`src/rtl/multi_digit_led_scroller_pkg.sv`:
```
// Shared display constants and the hex-to-seven-segment decoder.
package led_disp_pkg;

    // Active-high segment patterns, bit order abcdefg on [6:0].
    localparam logic [6:0] SEG_0 = 7'h7E;
    localparam logic [6:0] SEG_1 = 7'h30;
    localparam logic [6:0] SEG_2 = 7'h6D;
    localparam logic [6:0] SEG_3 = 7'h79;
    localparam logic [6:0] SEG_4 = 7'h33;
    localparam logic [6:0] SEG_5 = 7'h5B;
    localparam logic [6:0] SEG_6 = 7'h5F;
    localparam logic [6:0] SEG_7 = 7'h70;
    localparam logic [6:0] SEG_8 = 7'h7F;
    localparam logic [6:0] SEG_9 = 7'h7B;
    localparam logic [6:0] SEG_A = 7'h77;
    localparam logic [6:0] SEG_B = 7'h1F;
    localparam logic [6:0] SEG_C = 7'h4E;
    localparam logic [6:0] SEG_D = 7'h3D;
    localparam logic [6:0] SEG_E = 7'h4F;
    localparam logic [6:0] SEG_F = 7'h47;

    localparam logic MODE_MANUAL = 1'b0;
    localparam logic MODE_AUTO   = 1'b1;

    // Returns the active-low segment drive for one hex nibble.
    function automatic logic [6:0] hex_to_seg(input logic [3:0] nib);
        logic [6:0] pat;
        case (nib)
            4'h0:    pat = SEG_0;
            4'h1:    pat = SEG_1;
            4'h2:    pat = SEG_2;
            4'h3:    pat = SEG_3;
            4'h4:    pat = SEG_4;
            4'h5:    pat = SEG_5;
            4'h6:    pat = SEG_6;
            4'h7:    pat = SEG_7;
            4'h8:    pat = SEG_8;
            4'h9:    pat = SEG_9;
            4'hA:    pat = SEG_A;
            4'hB:    pat = SEG_B;
            4'hC:    pat = SEG_C;
            4'hD:    pat = SEG_D;
            4'hE:    pat = SEG_E;
            default: pat = SEG_F;
        endcase
        return ~pat;
    endfunction

endpackage

```
`src/rtl/multi_digit_led_scroller_debouncer.sv`:
```
// Two-flop synchroniser plus stability counter for a raw push-button.
module button_debouncer #(
    parameter int unsigned DEBOUNCE_CYCLES = 100000
) (
    input  logic clk,
    input  logic reset,
    input  logic btn_raw,
    output logic btn_stable,
    output logic rise_pulse
);

    localparam int unsigned CW = (DEBOUNCE_CYCLES > 1) ? $clog2(DEBOUNCE_CYCLES) : 1;
    localparam logic [CW-1:0] CNT_LAST = CW'(DEBOUNCE_CYCLES - 1);

    logic          sync1_q;
    logic          sync2_q;
    logic [CW-1:0] dcnt_q;
    logic          stable_q;
    logic          rise_q;

    // Synchronise, count consecutive differing cycles, accept the new level at the limit.
    always_ff @(posedge clk) begin
        if (reset) begin
            sync1_q  <= 1'b0;
            sync2_q  <= 1'b0;
            dcnt_q   <= '0;
            stable_q <= 1'b0;
            rise_q   <= 1'b0;
        end else begin
            sync1_q <= btn_raw;
            sync2_q <= sync1_q;
            rise_q  <= 1'b0;
            if (sync2_q != stable_q) begin
                if (dcnt_q == CNT_LAST) begin
                    stable_q <= sync2_q;
                    dcnt_q   <= '0;
                    rise_q   <= sync2_q;
                end else begin
                    dcnt_q <= dcnt_q + 1'b1;
                end
            end else begin
                dcnt_q <= '0;
            end
        end
    end

    assign btn_stable = stable_q;
    assign rise_pulse = rise_q;

endmodule

```
`src/rtl/multi_digit_led_scroller.sv`:
```
// N-digit multiplexed seven-segment driver with manual or automatic message scrolling.
module multi_digit_led_scroller
    import led_disp_pkg::*;
#(
    parameter int unsigned NUM_DIGITS      = 4,
    parameter int unsigned NUM_CHARS       = 16,
    parameter int unsigned REFRESH_DIV     = 50000,
    parameter int unsigned BLANK_CYCLES    = 500,
    parameter int unsigned DEBOUNCE_CYCLES = 100000,
    parameter int unsigned SCROLL_DIV      = 25000000
) (
    input  logic                        clk,
    input  logic                        reset,
    input  logic                        btn,
    input  logic                        mode,
    input  logic [4*NUM_CHARS-1:0]      msg,
    output logic [NUM_DIGITS-1:0]       an,
    output logic [6:0]                  seg,
    output logic                        dp,
    output logic                        refresh_tick,
    output logic                        btn_stable,
    output logic [((NUM_CHARS > 1) ? $clog2(NUM_CHARS) : 1)-1:0] ptr
);

    localparam int unsigned PW   = (NUM_CHARS > 1) ? $clog2(NUM_CHARS) : 1;
    localparam int unsigned DW   = (NUM_DIGITS > 1) ? $clog2(NUM_DIGITS) : 1;
    localparam int unsigned RW   = $clog2(REFRESH_DIV);
    localparam int unsigned SW   = (SCROLL_DIV > 1) ? $clog2(SCROLL_DIV) : 1;
    localparam int unsigned SUMW = $clog2(NUM_CHARS + NUM_DIGITS) + 1;

    localparam logic [RW-1:0] RCNT_LAST  = RW'(REFRESH_DIV - 1);
    localparam logic [RW-1:0] BLANK_LIM  = RW'(BLANK_CYCLES);
    localparam logic [DW-1:0] DSEL_LAST  = DW'(NUM_DIGITS - 1);
    localparam logic [SW-1:0] SCNT_LAST  = SW'(SCROLL_DIV - 1);
    localparam logic [PW-1:0] PTR_LAST   = PW'(NUM_CHARS - 1);

    logic [RW-1:0]         rcnt_q;
    logic [DW-1:0]         dsel_q;
    logic                  tick_q;
    logic [NUM_DIGITS-1:0] an_q;
    logic [6:0]            seg_q;
    logic                  dp_q;

    logic [PW-1:0] ptr_q, ptr_d;
    logic [SW-1:0] scnt_q, scnt_d;
    logic          pause_q, pause_d;
    logic          mode_q;

    logic          btn_step;
    logic [PW-1:0] ptr_adv;
    logic          scroll_wrap;

    logic [3:0]            chars [NUM_CHARS];
    logic [SUMW-1:0]       char_sum;
    logic [PW-1:0]         char_idx;
    logic [NUM_DIGITS-1:0] an_d;
    logic [6:0]            seg_d;
    logic                  dp_d;

    button_debouncer #(
        .DEBOUNCE_CYCLES(DEBOUNCE_CYCLES)
    ) u_debounce (
        .clk        (clk),
        .reset      (reset),
        .btn_raw    (btn),
        .btn_stable (btn_stable),
        .rise_pulse (btn_step)
    );

    for (genvar k = 0; k < NUM_CHARS; k++) begin : g_chars
        assign chars[k] = msg[4*k +: 4];
    end

    // Slot timer: advances the selected digit and flags the slot change.
    always_ff @(posedge clk) begin
        if (reset) begin
            rcnt_q <= '0;
            dsel_q <= '0;
            tick_q <= 1'b0;
        end else if (rcnt_q == RCNT_LAST) begin
            rcnt_q <= '0;
            dsel_q <= (dsel_q == DSEL_LAST) ? '0 : dsel_q + 1'b1;
            tick_q <= 1'b1;
        end else begin
            rcnt_q <= rcnt_q + 1'b1;
            tick_q <= 1'b0;
        end
    end

    // Picks the character for the current digit and forms the anode/segment drive.
    always_comb begin
        char_sum = SUMW'(ptr_q) + SUMW'(NUM_DIGITS - 1) - SUMW'(dsel_q);
        char_idx = PW'(char_sum % SUMW'(NUM_CHARS));
        seg_d    = hex_to_seg(chars[char_idx]);
        dp_d     = (char_idx != '0);
        if (rcnt_q < BLANK_LIM) begin
            an_d = '1;
        end else begin
            an_d = ~(NUM_DIGITS'(1) << dsel_q);
        end
    end

    // Display output registers; anode and segments update on the same edge.
    always_ff @(posedge clk) begin
        if (reset) begin
            an_q  <= '1;
            seg_q <= 7'h7F;
            dp_q  <= 1'b1;
        end else begin
            an_q  <= an_d;
            seg_q <= seg_d;
            dp_q  <= dp_d;
        end
    end

    assign ptr_adv = (ptr_q == PTR_LAST) ? '0 : ptr_q + 1'b1;

    // Scroll/pause next state; in auto mode a press also restarts the scroll period,
    // so a resume waits a full period and a press colliding with a wrap suppresses the step.
    always_comb begin
        ptr_d       = ptr_q;
        scnt_d      = scnt_q;
        pause_d     = pause_q;
        scroll_wrap = 1'b0;
        if (mode != mode_q) begin
            scnt_d  = '0;
            pause_d = 1'b0;
        end else if (mode == MODE_MANUAL) begin
            scnt_d = '0;
            if (btn_step) begin
                ptr_d = ptr_adv;
            end
        end else begin
            scroll_wrap = !pause_q && (scnt_q == SCNT_LAST);
            if (btn_step) begin
                pause_d = ~pause_q;
                scnt_d  = '0;
            end else if (scroll_wrap) begin
                scnt_d = '0;
                ptr_d  = ptr_adv;
            end else if (!pause_q) begin
                scnt_d = scnt_q + 1'b1;
            end
        end
    end

    // Scroll state registers.
    always_ff @(posedge clk) begin
        if (reset) begin
            ptr_q   <= '0;
            scnt_q  <= '0;
            pause_q <= 1'b0;
            mode_q  <= MODE_MANUAL;
        end else begin
            ptr_q   <= ptr_d;
            scnt_q  <= scnt_d;
            pause_q <= pause_d;
            mode_q  <= mode;
        end
    end

    assign an           = an_q;
    assign seg          = seg_q;
    assign dp           = dp_q;
    assign refresh_tick = tick_q;
    assign ptr          = ptr_q;

endmodule

```
`config.mk`:
```
export PLATFORM = sky130hd
export DESIGN_NAME = multi_digit_led_scroller
export DESIGN_NICKNAME = d
export VERILOG_FILES = /design/src/rtl/multi_digit_led_scroller_pkg.sv /design/src/rtl/multi_digit_led_scroller_debouncer.sv /design/src/rtl/multi_digit_led_scroller.sv
export SDC_FILE = /design/constraint.sdc
export NUM_CORES = 1
export LEC_CHECK = 0
export ABC_AREA = 1
export CORE_MARGIN = 2
export CORE_UTILIZATION = 25
export DETAILED_ROUTE_END_ITERATION = 10
export SLEW_MARGIN = 20
export SYNTH_ARGS = -nofsm -noshare
export SYNTH_HDL_FRONTEND = slang
export SYNTH_SLANG_ARGS = --single-unit
```
`constraint.sdc`:
```
create_clock -name clk -period 3.4 [get_ports clk]
set_input_delay 0.34 -clock clk [delete_from_list [all_inputs] [get_ports clk]]
set_output_delay 0.34 -clock clk [all_outputs]
set_load 0.01 [all_outputs]
```
# --- Word level (Yosys, flattened, before mapping) ---
# Memories as Yosys holds them, arrays and structs flattened.
# Cells that the tools add are included.
# Widths: inputs -> output; s select.
op_classes:
  eq_ne: 8
  bitwise: 8
  magnitude_cmp: 2
  mux: 10
  reduce_logical: 14
  addsub: 7
  shift: 1
op_table:
  columns: ["cell", "count"]
  rows:
  - ["$mux 4", 7]
  - ["$add 25x1->25 const B", 1]
  - ["$eq 25x25->1 const B", 1]
  - ["$add 17x1->17 const B", 1]
  - ["$eq 17x17->1 const B", 1]
  - ["$add 16x1->16 const B", 1]
  - ["$bmux 4 s4", 1]
  - ["$eq 16x16->1 const B", 1]
  - ["$lt 16x9->1 const B", 1]
  - ["$not 7->7", 1]
  - ["$reduce_or 2->1", 3]
  - ["$reduce_or 3->1", 2]
  - ["$ge 5x5->1 const B", 1]
  - ["$not 1->1", 5]
  - ["$not 4->5", 1]
  - ["$reduce_or 5->1", 1]
  - ["$add 4x1->4 const B", 1]
  - ["$add 4x2->4 const B", 1]
  - ["$eq 4x4->1 const B", 1]
  - ["$not 4->4", 1]
  - ["$reduce_and 2->1", 2]
  - ["$reduce_and 4->1", 1]
  - ["$reduce_bool 2->1", 2]
  - ["$reduce_bool 4->1", 1]
  - ["10 further kinds", 11]
word_totals:
  ff_bits: 83
  mem_count: 1
  romBits: 112
mem_list:
  columns: ["memory", "depth", "word_bits", "rd", "rd_clocked_by_memory_dff", "write_ports", "line_no", "rtl"]
  rows:
  - ["(name not given)", 16, 7, 1, 0, 0, "multi_digit_led_scroller_pkg.sv:28", "case (nib)"]

# --- Longest topological paths before layout ---
# Gate-level depths: netlist of run 1.
# An unclocked memory read counts as a cell.
depth:
  ltp_word: 8
  mapped_depth: 17
  mapped_depth_nobuf: 15

# --- Hierarchy ---
# From an unflattened synthesis of run 1, not the netlist that was laid out.
hier_totals:
  hier_cells: 734
  area_unflattened_um2: 4988.5
modules_own_cells:
  columns: ["module", "cells_per_inst", "seq_area_each_um2", "instances", "area_per_inst_um2"]
  rows:
  - ["multi_digit_led_scroller", 595, 1241.2, 1, 4010.1]
  - ["button_debouncer", 139, 420.4, 1, 978.4]

# --- Worst setup path after synthesis of run 1 ---
# OpenSTA, ideal clock, no wires.
synth_path:
  path_kind: "reg-to-reg"
  startpoint: "reg dsel_q[1]"
  endpoint: "reg seg_q[3], in the netlist seg[3]"
  setup_slack_ns: 0.650
  path_stages_with_launch: 16
  required_ns: 3.280
  arrival_ns: 2.629
  setup_time_ns: 0.120
  cell_sequence: "dfxtp_1 > inv_1 > ha_1 > ha_1 > fa_1 > buf_4 > clkinv_1 > o211ai_1 > nand3_1 > nand2_1 > inv_1 > ha_1 > nand2_1 > nand2_1 > nand2_1 > nand3_1"
synth_via:
  elab_chain_cells: 7
synth_rtl:
  columns: ["element", "line_no", "rtl"]
  rows:
  - ["start: declaration", "multi_digit_led_scroller.sv:38", "logic [DW-1:0] dsel_q;"]
  - ["start signal: assignment", "multi_digit_led_scroller.sv:82", "dsel_q <= (dsel_q == DSEL_LAST) ? '0 : dsel_q + 1'b1;"]
  - ["$sub 4x2->4", "multi_digit_led_scroller.sv:92", "char_sum = SUMW'(ptr_q) + SUMW'(NUM_DIGITS - 1) - SUMW'(dsel_q);"]
  - ["$not 4->5 (not written as such)", "multi_digit_led_scroller.sv:94", "seg_d = hex_to_seg(chars[char_idx]);"]
  - ["$bmux 4 s4", "multi_digit_led_scroller.sv:94", null]
  - ["$mux 4 (not written as such) (2 in series)", "multi_digit_led_scroller.sv:94", null]
  - ["$mem_v2 16x7", null, null]
  - ["$not 7->7", "multi_digit_led_scroller_pkg.sv:46", "return ~pat;"]
  - ["end signal: assignment", "multi_digit_led_scroller.sv:111", "seg_q <= seg_d;"]
  - ["end: declaration", "multi_digit_led_scroller.sv:41", "logic [6:0] seg_q;"]
# Every way passes these cells. The select of a mux whose other input is x is not followed.
# A chain may end at the register's enable or synchronous reset.

# --- Worst setup path after layout of run 1 ---
# Ends and elaborated chain as after synthesis.

==> metrics, run 1 <==
Root Buffer=clkbuf_16; PD cells=about 350 nW/um2; drt wl/cell=about 11 um; total overflow reported by the global router=0; CP arrival=3.20 ns; vias=about 4500; initial antenna violation count=0; CP top delay family=adder cells; multi-input logic area=2736 um2; crit path max fanout=10; critical path class=reg2reg; P&R area growth vs syn=28.31%; first-pass GRT wire length=20040 um; Flop pwr share=46.3%; Max clock buf depth=2; Tcrit/Tclk final=slightly below 90%; share of cells above drive strength 1=approximately 7.1%; setup TNS=0 ns; Worst-Skew Late Latency=around 0.34 ns; Die W=142.8 um; Worst Max-Slew Pin Slew=between 0.7 and 0.8 ns; Worst Setup Start Kind=flop; CTS tree=yes; Clock Sinks=83; Die ar.=about 20000 um2; Buffers on Ports=85; design area=a little over 6000 um2; total core area=approximately 19000 um2; Worst Setup End Kind=flop; sequential fraction of the synthesis area=approximately a third; H-tree depth=3; GRT Util Overall=12.10%; post-synthesis async set-or-reset flop share=0%; hpwl dp=8787 um; Worst-path clk slew=around 0.06 ns; Yosys top cell area share=between 30 and 40%; Mapped Area=4817 um2; antenna viol nets, final=0; gpl congestion=between 0.9 and 1; Synth Instances=701; Post-synth EDFFs=0; number of fill cells=roughly 2000; Fin Hold WS=around 0.43 ns; synth top area cells=dfxtp_1, nand2_1, nand3_1; RSZ-0062 raised after global routing=no; vias in the first global route=between 4000 and 5000; Final Hold Vio Count=0; crit-path most repeated cell=nand2_1; Die H=142.8 um; leakage power=about 0.0024 uW; IO Pins=86; skew final=0.007277 ns; max_slew headroom=52.86%; number of synthesized register bits=83; Internal=between 1500 and 2000 uW; fmax=around 340 MHz; antenna cell count=0; peak supply drop=0.0002008 V; largest area contributor in the netlist=dfxtp_1; Yosys cell types=41; cts bufs inserted=9; post-cts sizing count=0; cells along the critical path=inv_1, ha_1, ha_1, fa_1, clkinv_1, o211ai_1, nand3_1, nand2_1, inv_1, ha_1, nand2_1, nand2_1, nand2_1, nand3_1; drt pass-1 iters=6; outcome=completed; Max Cap Violations=0; Logic pwr share=8.0%; fin crit period=between 2 and 3 ns; most common cell in the synthesized netlist=nand2_1; CP Buf/Inv Count=3; FF-to-FF setup slack=about 0.42 ns; DP Area=5886 um2; Via density=roughly 4.3; Mean Syn Cell Area=between 6 and 7 um2; Initial Util=roughly 26%; final wirelength=between 10000 and 15000 um; Setup violations, final=0; Nets=roughly 870; drt initial violations=approximately 220; Max Slew Vio Count=0; Net Count, Synth=approximately 800; worst hold path type=reg2reg; Post-CTS Setup Inserts=0; FF/Latch Area=~1700 um2; Post-CTS Hold Buffers=0; yosys warns=0; largest net degree at the start of global routing=33; power share of the clock group=~46%; drt drc=0; Slowest-stage cell, CP=fa_1; ys flop type=dfxtp_1; Psw=~480 uW; worst stage delay on the critical path=0.51 ns; num rows=50; Switching Fraction=22.32%; Synth top cells by count=nand2_1, nor2_1, dfxtp_1; worst endpoint required time=around 3.6 ns
[worst register-to-register path: stages (launching register included)]
cell      delay, ns
dfxtp_1        0.35
inv_1          0.09
ha_1           0.29
ha_1           0.21
fa_1           0.51
clkinv_1       0.27
o211ai_1       0.20
nand3_1        0.08
nand2_1        0.16
inv_1          0.13
ha_1           0.32
nand2_1        0.07
nand2_1        0.04
nand2_1        0.05
nand3_1        0.07
[per-layer routing]
layer  vias up  part of all wire (%)  track usage, %
met5         -                     0               0
met4         0                   1.3           3.439
met3        16                   4.6           3.286
met2        80                    47           20.52
met1      2024                    47           15.06
li1       2394                     -               -
[layout by cell type (no fill, tap or decap), types with 3 or more instances in the layout]
cell type        count
clkdlybuf4s50_1     85
inv_2                3
nand2_1            178
buf_4                6
nor2_2               9
xor2_1              24
a21oi_1             27
nor3_1              21
nand3_1             75
nand2_4              3
o21ai_0             16
nand2_2              4
or2_2                4
ha_1                19
dfxtp_1             83
or2_0                3
nand3_2              3
clkbuf_16            9
nor2_1              93
nand4_1             14
nor3b_1              3
xnor2_1             10
inv_1               64
[cell type report]
class	instances	area share [%]
clock buffers	11	3.765
clock inverters	5	1.012
inverters	70	4.312
multi-input cells	525	44.27
flip-flops and latches	83	26.88
well taps	260	5.263
repair buffers	91	14.49
[registers in the layout, summed over array words and instances (netlist names)]
name / flops
an: 4
dp: 1
dsel_q: 2
mode_q: 1
pause_q: 1
ptr: 4
rcnt_q: 16
refresh_tick: 1
scnt_q: 25
seg: 7
u_debounce.btn_stable: 1
u_debounce.dcnt_q: 17
u_debounce.rise_pulse: 1
u_debounce.sync1_q: 1
u_debounce.sync2_q: 1
[per-stage QoR]
step                      utilization, %  std cells  power, uW  setup slack [ns]
after global placement             31.26       1029       1187            0.5353
final                              32.82       1045       2140            0.4248
after global routing               32.82       1045       2232            0.1347
after detailed placement           31.26       1029       1185            0.4094
after CTS                          32.82       1045       2172            0.3910
after floorplan                        -        701       1079            0.6502
[power groups by stage]
stage               Combinational [uW]  Clock [uW]  Sequential (uW)
floorplan                         64.4           0             1010
global placement                   173           0             1010
detailed placement                 172           0             1010
CTS                                174        1010              991
global route                       192        1050              992
finish                             171         977              992
[path summary, 6_finish.rpt]
path                                          from            endpoint  cells after the start
worst max-delay path                     dsel_q[1]              seg[3]                     14
worst min-delay path            u_debounce.sync1_q  u_debounce.sync2_q                      2
worst max register to register           dsel_q[1]              seg[3]                     14
worst min register to register  u_debounce.sync1_q  u_debounce.sync2_q                      2
[kinds of logic after synthesis]
logic type | synth area share [%]
xor gates and xnor gates | 6.519
adders and majority gates | 5.351
DFF | 34.49
AOI/OAI and AO/OA | 5.403
and+or+nand+nor | 39.53
buffers and inverters | 8.701
(Power assumes the default switching activity.)
==> run 2, diff against run 1 <==
--- a/config.mk
+++ b/config.mk
@@ -8,7 +8,9 @@
 export ABC_AREA = 1
 export CORE_MARGIN = 2
 export CORE_UTILIZATION = 25
+export CTS_CLUSTER_DIAMETER = 30
 export DETAILED_ROUTE_END_ITERATION = 10
+export DONT_BUFFER_PORTS = 1
 export SLEW_MARGIN = 20
 export SYNTH_ARGS = -nofsm -noshare
 export SYNTH_HDL_FRONTEND = slang
==> run 2 against run 1 <==
Critical path depth down 1. Critical path type unchanged. Via count down 6.3%. Wire length down 4.6%. Highest routed layer unchanged. Sequential power up 0.4%.
==> metrics, run 2 (synthesis results as in run 1) <==
outcome=completed; skew final=around 0.0054 ns; PD cells=just under 400 nW/um2; share of cells above drive strength 1=slightly below 8%; drt initial violations=211; vias=around 4200; GRT Util Overall=11.43%; hpwl dp=between 8000 and 9000 um; Psw=449.2 uW; Switching Fraction=between 20% and 30%; hold path cells=1; Worst Max-Slew Pin Slew=approximately 0.7 ns; CP arrival=3.25 ns; Logic pwr share=under 10%; drt drc=0; Worst Setup End Kind=flop; total core area=18830 um2; RSZ-0062 raised after global routing=no; slack of the critical path=0.3753 ns; fmax=roughly 330 MHz; r2r worst-path depth=13; fin crit period=a little over 3 ns; Via density=4.416; setup TNS=0 ns; FF-to-FF setup slack=between 0.3 and 0.4 ns; Nets=~800; power share of the clock group=between 40% and 50%; num rows=50; Initial Util=around a quarter; P&R area growth vs syn=10.81%; Max clock buf depth=2; drt wl/cell=about 12 um; Final Hold Vio Count=0; Internal=1659 uW; Die H=between 100 and 150 um; total overflow reported by the global router=0; Tcrit/Tclk final=88.96%; Root Buffer=clkbuf_16; crit path max fanout=10; Post-CTS Hold Buffers=0; H-tree depth=3; Die W=~140 um; Max Cap Violations=0; Worst Setup Start Kind=flop; Worst-Skew Late Latency=around 0.34 ns; IO Pins=between 80 and 90; DP Worst Slack=~0.34 ns; Setup violations, final=0; max reg flops=25; cts bufs inserted=9; vias in the first global route=slightly below 4000; Post-CTS Setup Inserts=0; peak supply drop=between 0.0002 and 0.0003 V; CTS tree=yes; initial antenna violation count=0; most common cell after layout, fill and taps aside=nand2_1; commonest non-fill, non-tap cells in the layout=nand2_1, nor2_1, dfxtp_1, nand3_1, inv_1; number of fill cells=2075; gpl congestion=0.7993; post-cts sizing count=0; Final Core Density=between 20% and 30%; drt pass-1 iters=4; top flop regs=scnt_q (25), u_debounce.dcnt_q (17), rcnt_q (16); antenna viol nets, final=0; Die ar.=between 20000 and 25000 um2; Worst-path clk slew=approximately 0.06 ns; FF/Latch Area=roughly 1700 um2; Clock Sinks=83; multi-input logic area=2736 um2; Buffers on Ports=0; first-pass GRT wire length=around 19000 um; critical path class=reg2reg; leakage power=between 0.002 and 0.0025 uW; worst endpoint required time=roughly 3.6 ns; final wirelength=between 10000 and 15000 um; largest net degree at the start of global routing=33; max_slew headroom=between 50% and 60%; worst hold path type=in2reg; antenna cell count=0; Top reg by flops=scnt_q; Flop pwr share=between 40% and 50%; Max Slew Vio Count=0
[run 2: changes by cell type in the layout (fill, tap and decap cells not counted)]
| cell | delta |
|---|---|
| clkdlybuf4s50_1 | -85 |
| clkinvlp_4 | -1 |
| bufinv_16 | +1 |
| buf_4 | -2 |
[run 2: cell type report]
class | count | area share (%)
Sequential cell | 83 | 31.13
Inverter | 70 | 4.993
Clock inverter | 5 | 1.594
Timing Repair Buffer | 4 | 0.5626
Tap cell | 260 | 6.095
Multi-Input combinational cell | 525 | 51.27
Clock buffer | 11 | 4.360
[run 2: per-layer routing]
metal  share of wire, %  global-route usage, %
met1                 46                  14.26
met2                 47                  18.85
met3                6.4                  4.058
met4                1.0                  2.814
met5                  0                      0
[run 2: power by group through the flow]
stage	registers [uW]	logic (uW)	clock network, uW
after floorplan	1010	64.4	0
after global placement	1020	74.2	0
after detailed placement	1020	74.8	0
after CTS	997	75.0	1070
after global routing	998	87.3	1110
final	996	73.8	1040
[run 2: metrics by stage]
stage	cells	power, uW	hold slack (ns)	cell area, um2
floorplan	701	1079	0.3883	4817
global placement	942	1093	0.4020	5020
detailed placement	942	1093	0.4013	5020
CTS	958	2137	0.05718	5338
global route	958	2194	0.05195	5338
finish	958	2108	0.07363	5338
[run 2: worst paths after layout]
check,startpoint,endpoint
worst min-delay path,reset,u_debounce.btn_stable
worst max register to register,ptr[1],seg[3]
worst max-delay path,ptr[1],seg[3]
worst min register to register,u_debounce.sync1_q,u_debounce.sync2_q
[run 2: critical path, cell delays in order, from the launching register on]
cell and delay [ns]:
dfxtp_1 0.48, ha_1 0.29, ha_1 0.21, fa_1 0.51, clkinv_1 0.27, o211ai_1 0.22
nand3_1 0.09, nand2_1 0.14, inv_1 0.13, ha_1 0.33, nand2_1 0.07, nand2_1 0.04
nand2_1 0.05, nand3_1 0.08
==> run 3, diff against run 2 <==
==> constraint.sdc (replaced) <==
create_clock -name clk -period 3.8 [get_ports clk]
set_input_delay 0.38 -clock clk [delete_from_list [all_inputs] [get_ports clk]]
set_output_delay 0.38 -clock clk [all_outputs]
set_load 0.01 [all_outputs]
==> run 3 against run 2 <==
Sequential power decreased by 10%. Clock skew up 0.00069 ns. Critical path depth is 1 higher. Worst hold slack improved by 0.034 ns. Sequential share of layout area rose by 0.051 points. Critical path type unchanged. Largest power group unchanged. Highest routed layer unchanged.
==> metrics, run 3 (synthesis results as in run 1) <==
max_slew headroom=51.65%; commonest non-fill, non-tap cells in the layout=nand2_1, nor2_1, dfxtp_1, nand3_1, inv_1; num rows=50; busiest grt layer=met2; Clock Sinks=83; top flop regs=scnt_q (25), u_debounce.dcnt_q (17), rcnt_q (16); Post-CTS Hold Buffers=0; crit-path most repeated cell=nand2_1; CTS tree=yes; Die ar.=20390 um2; first-pass GRT wire length=between 15000 and 20000 um; CP top delay family=adder cells; Die W=approximately 140 um; crit path max fanout=10; CP startpoint=ptr[1]; worst hold path type=in2reg; grt met2 use=a little under a fifth; CP Depth=14; Final Hold Vio Count=0; Nets=around 800; total core area=about 19000 um2; initial antenna violation count=0; DP Area=5012 um2; Max clock buf depth=2; cts bufs inserted=9; max reg flops=25; Worst Setup Start Kind=flop; Final Core Density=between 20% and 30%; gpl congestion=0.8216; CP Buf/Inv Count=3; post-cts sizing count=0; leakage power=between 0.002 and 0.0025 uW; Buffers on Ports=0; Top reg by flops=scnt_q; met3 usage=between 3 and 4%; Fin Hold WS=between 0.1 and 0.15 ns; drt initial violations=roughly 200; RSZ-0062 raised after global routing=no; Flop pwr share=between 40% and 50%; Logic pwr share=under 10%; reg2reg start=ptr[1]; P&R area growth vs syn=10.62%; critical path class=reg2reg; Worst R2R End=seg[3]; Post-CTS Setup Inserts=0; fmax=319.6 MHz; Worst Setup End Kind=flop; Psw=398.9 uW; design area=5329 um2; antenna viol nets, final=0; vias=4167; IO Pins=86; power share of the clock group=49.3%; drt pass-1 iters=4; worst endpoint required time=roughly 4.0 ns; Worst Max-Slew Pin Slew=approximately 0.72 ns; Via density=4.359; Switching Fraction=between 20% and 30%; drt wl/cell=between 10 and 15 um; drt drc=0; r2r worst-path depth=14; cells along the critical path=ha_1, ha_1, fa_1, buf_4, clkinv_1, o211ai_1, nand3_1, nand2_1, inv_1, ha_1, nand2_1, nand2_1, nand2_1, nand3_1; share of cells above drive strength 1=under 10%; FF-to-FF setup slack=around 0.67 ns; Worst-Skew Late Latency=~0.34 ns; worst stage delay on the critical path=between 0.4 and 0.5 ns; peak supply drop=~0.00023 V; Worst-path clk slew=approximately 0.060 ns; Max Cap Violations=0; outcome=completed; final wirelength=11060 um; total overflow reported by the global router=0; skew final=0.006064 ns; vias in the first global route=between 3000 and 4000; Slowest-stage cell, CP=fa_1; fin crit period=3.129 ns; H-tree depth=3; largest net degree at the start of global routing=33; grt met1 use=14.06%; antenna cell count=0; setup TNS=0 ns; Die H=around 140 um; Internal=1492 uW; CP arrival=between 3 and 4 ns; Max Slew Vio Count=0; hpwl dp=8456 um; Setup violations, final=0; Tcrit/Tclk final=between 80 and 90%; GRT Util Overall=11.47%; crit path to=seg[3]; most common cell after layout, fill and taps aside=nand2_1; Root Buffer=clkbuf_16; PD cells=~350 nW/um2; Initial Util=~26%
==> run 3: through the flow <==
stage | cells | total power, uW | worst slack, ns
global placement | 941 | 977.9 | 0.7820
CTS | 956 | 1918 | 0.6655
finish | 956 | 1891 | 0.6713
global route | 956 | 1976 | 0.4174
detailed placement | 941 | 977.7 | 0.6658
floorplan | 701 | 965.7 | 1.050
==> run 3: metal layers <==
metal  share of wire [%]  wire [um]  up-vias
li1                    -          -     2223
met1                  47       5206     1864
met2                  46       5125       68
met3                 5.0        552       12
met4                 1.5        171        0
met5                   0          0        -
==> run 3: final cells by class <==
type / count / area (um2)
Inverter: 70 / 266.5
Timing Repair Buffer: 3 / 22.52
Fill cell: 2073 / 13500
Sequential cell: 83 / 1662
Clock buffer: 10 / 239.0
Multi-Input combinational cell: 525 / 2736
Clock inverter: 5 / 77.57
Tap cell: 260 / 325.3
==> run 3: how the worst min path moves through the flow <==
stage / cells after the start / slack [ns] / startpoint / endpoint
after global routing: 1 / 0.09 / reset / u_debounce.btn_stable
after detailed placement: 2 / 0.40 / u_debounce.sync1_q / u_debounce.sync2_q
final: 1 / 0.11 / reset / u_debounce.btn_stable
after global placement: 2 / 0.40 / u_debounce.sync1_q / u_debounce.sync2_q
after floorplan: 2 / 0.39 / u_debounce.sync1_q / u_debounce.sync2_q
after CTS: 1 / 0.09 / reset / u_debounce.btn_stable
==> run 3: power by group through the flow <==
stage,clock (uW),combinational [uW],sequential (uW)
3_5_place_dp,0,66.3,911
6_report,933,65.7,892
2_1_floorplan,0,57.6,908
3_3_place_gp,0,65.7,912
5_1_grt,1010,76.8,894
4_1_cts,959,66.6,892
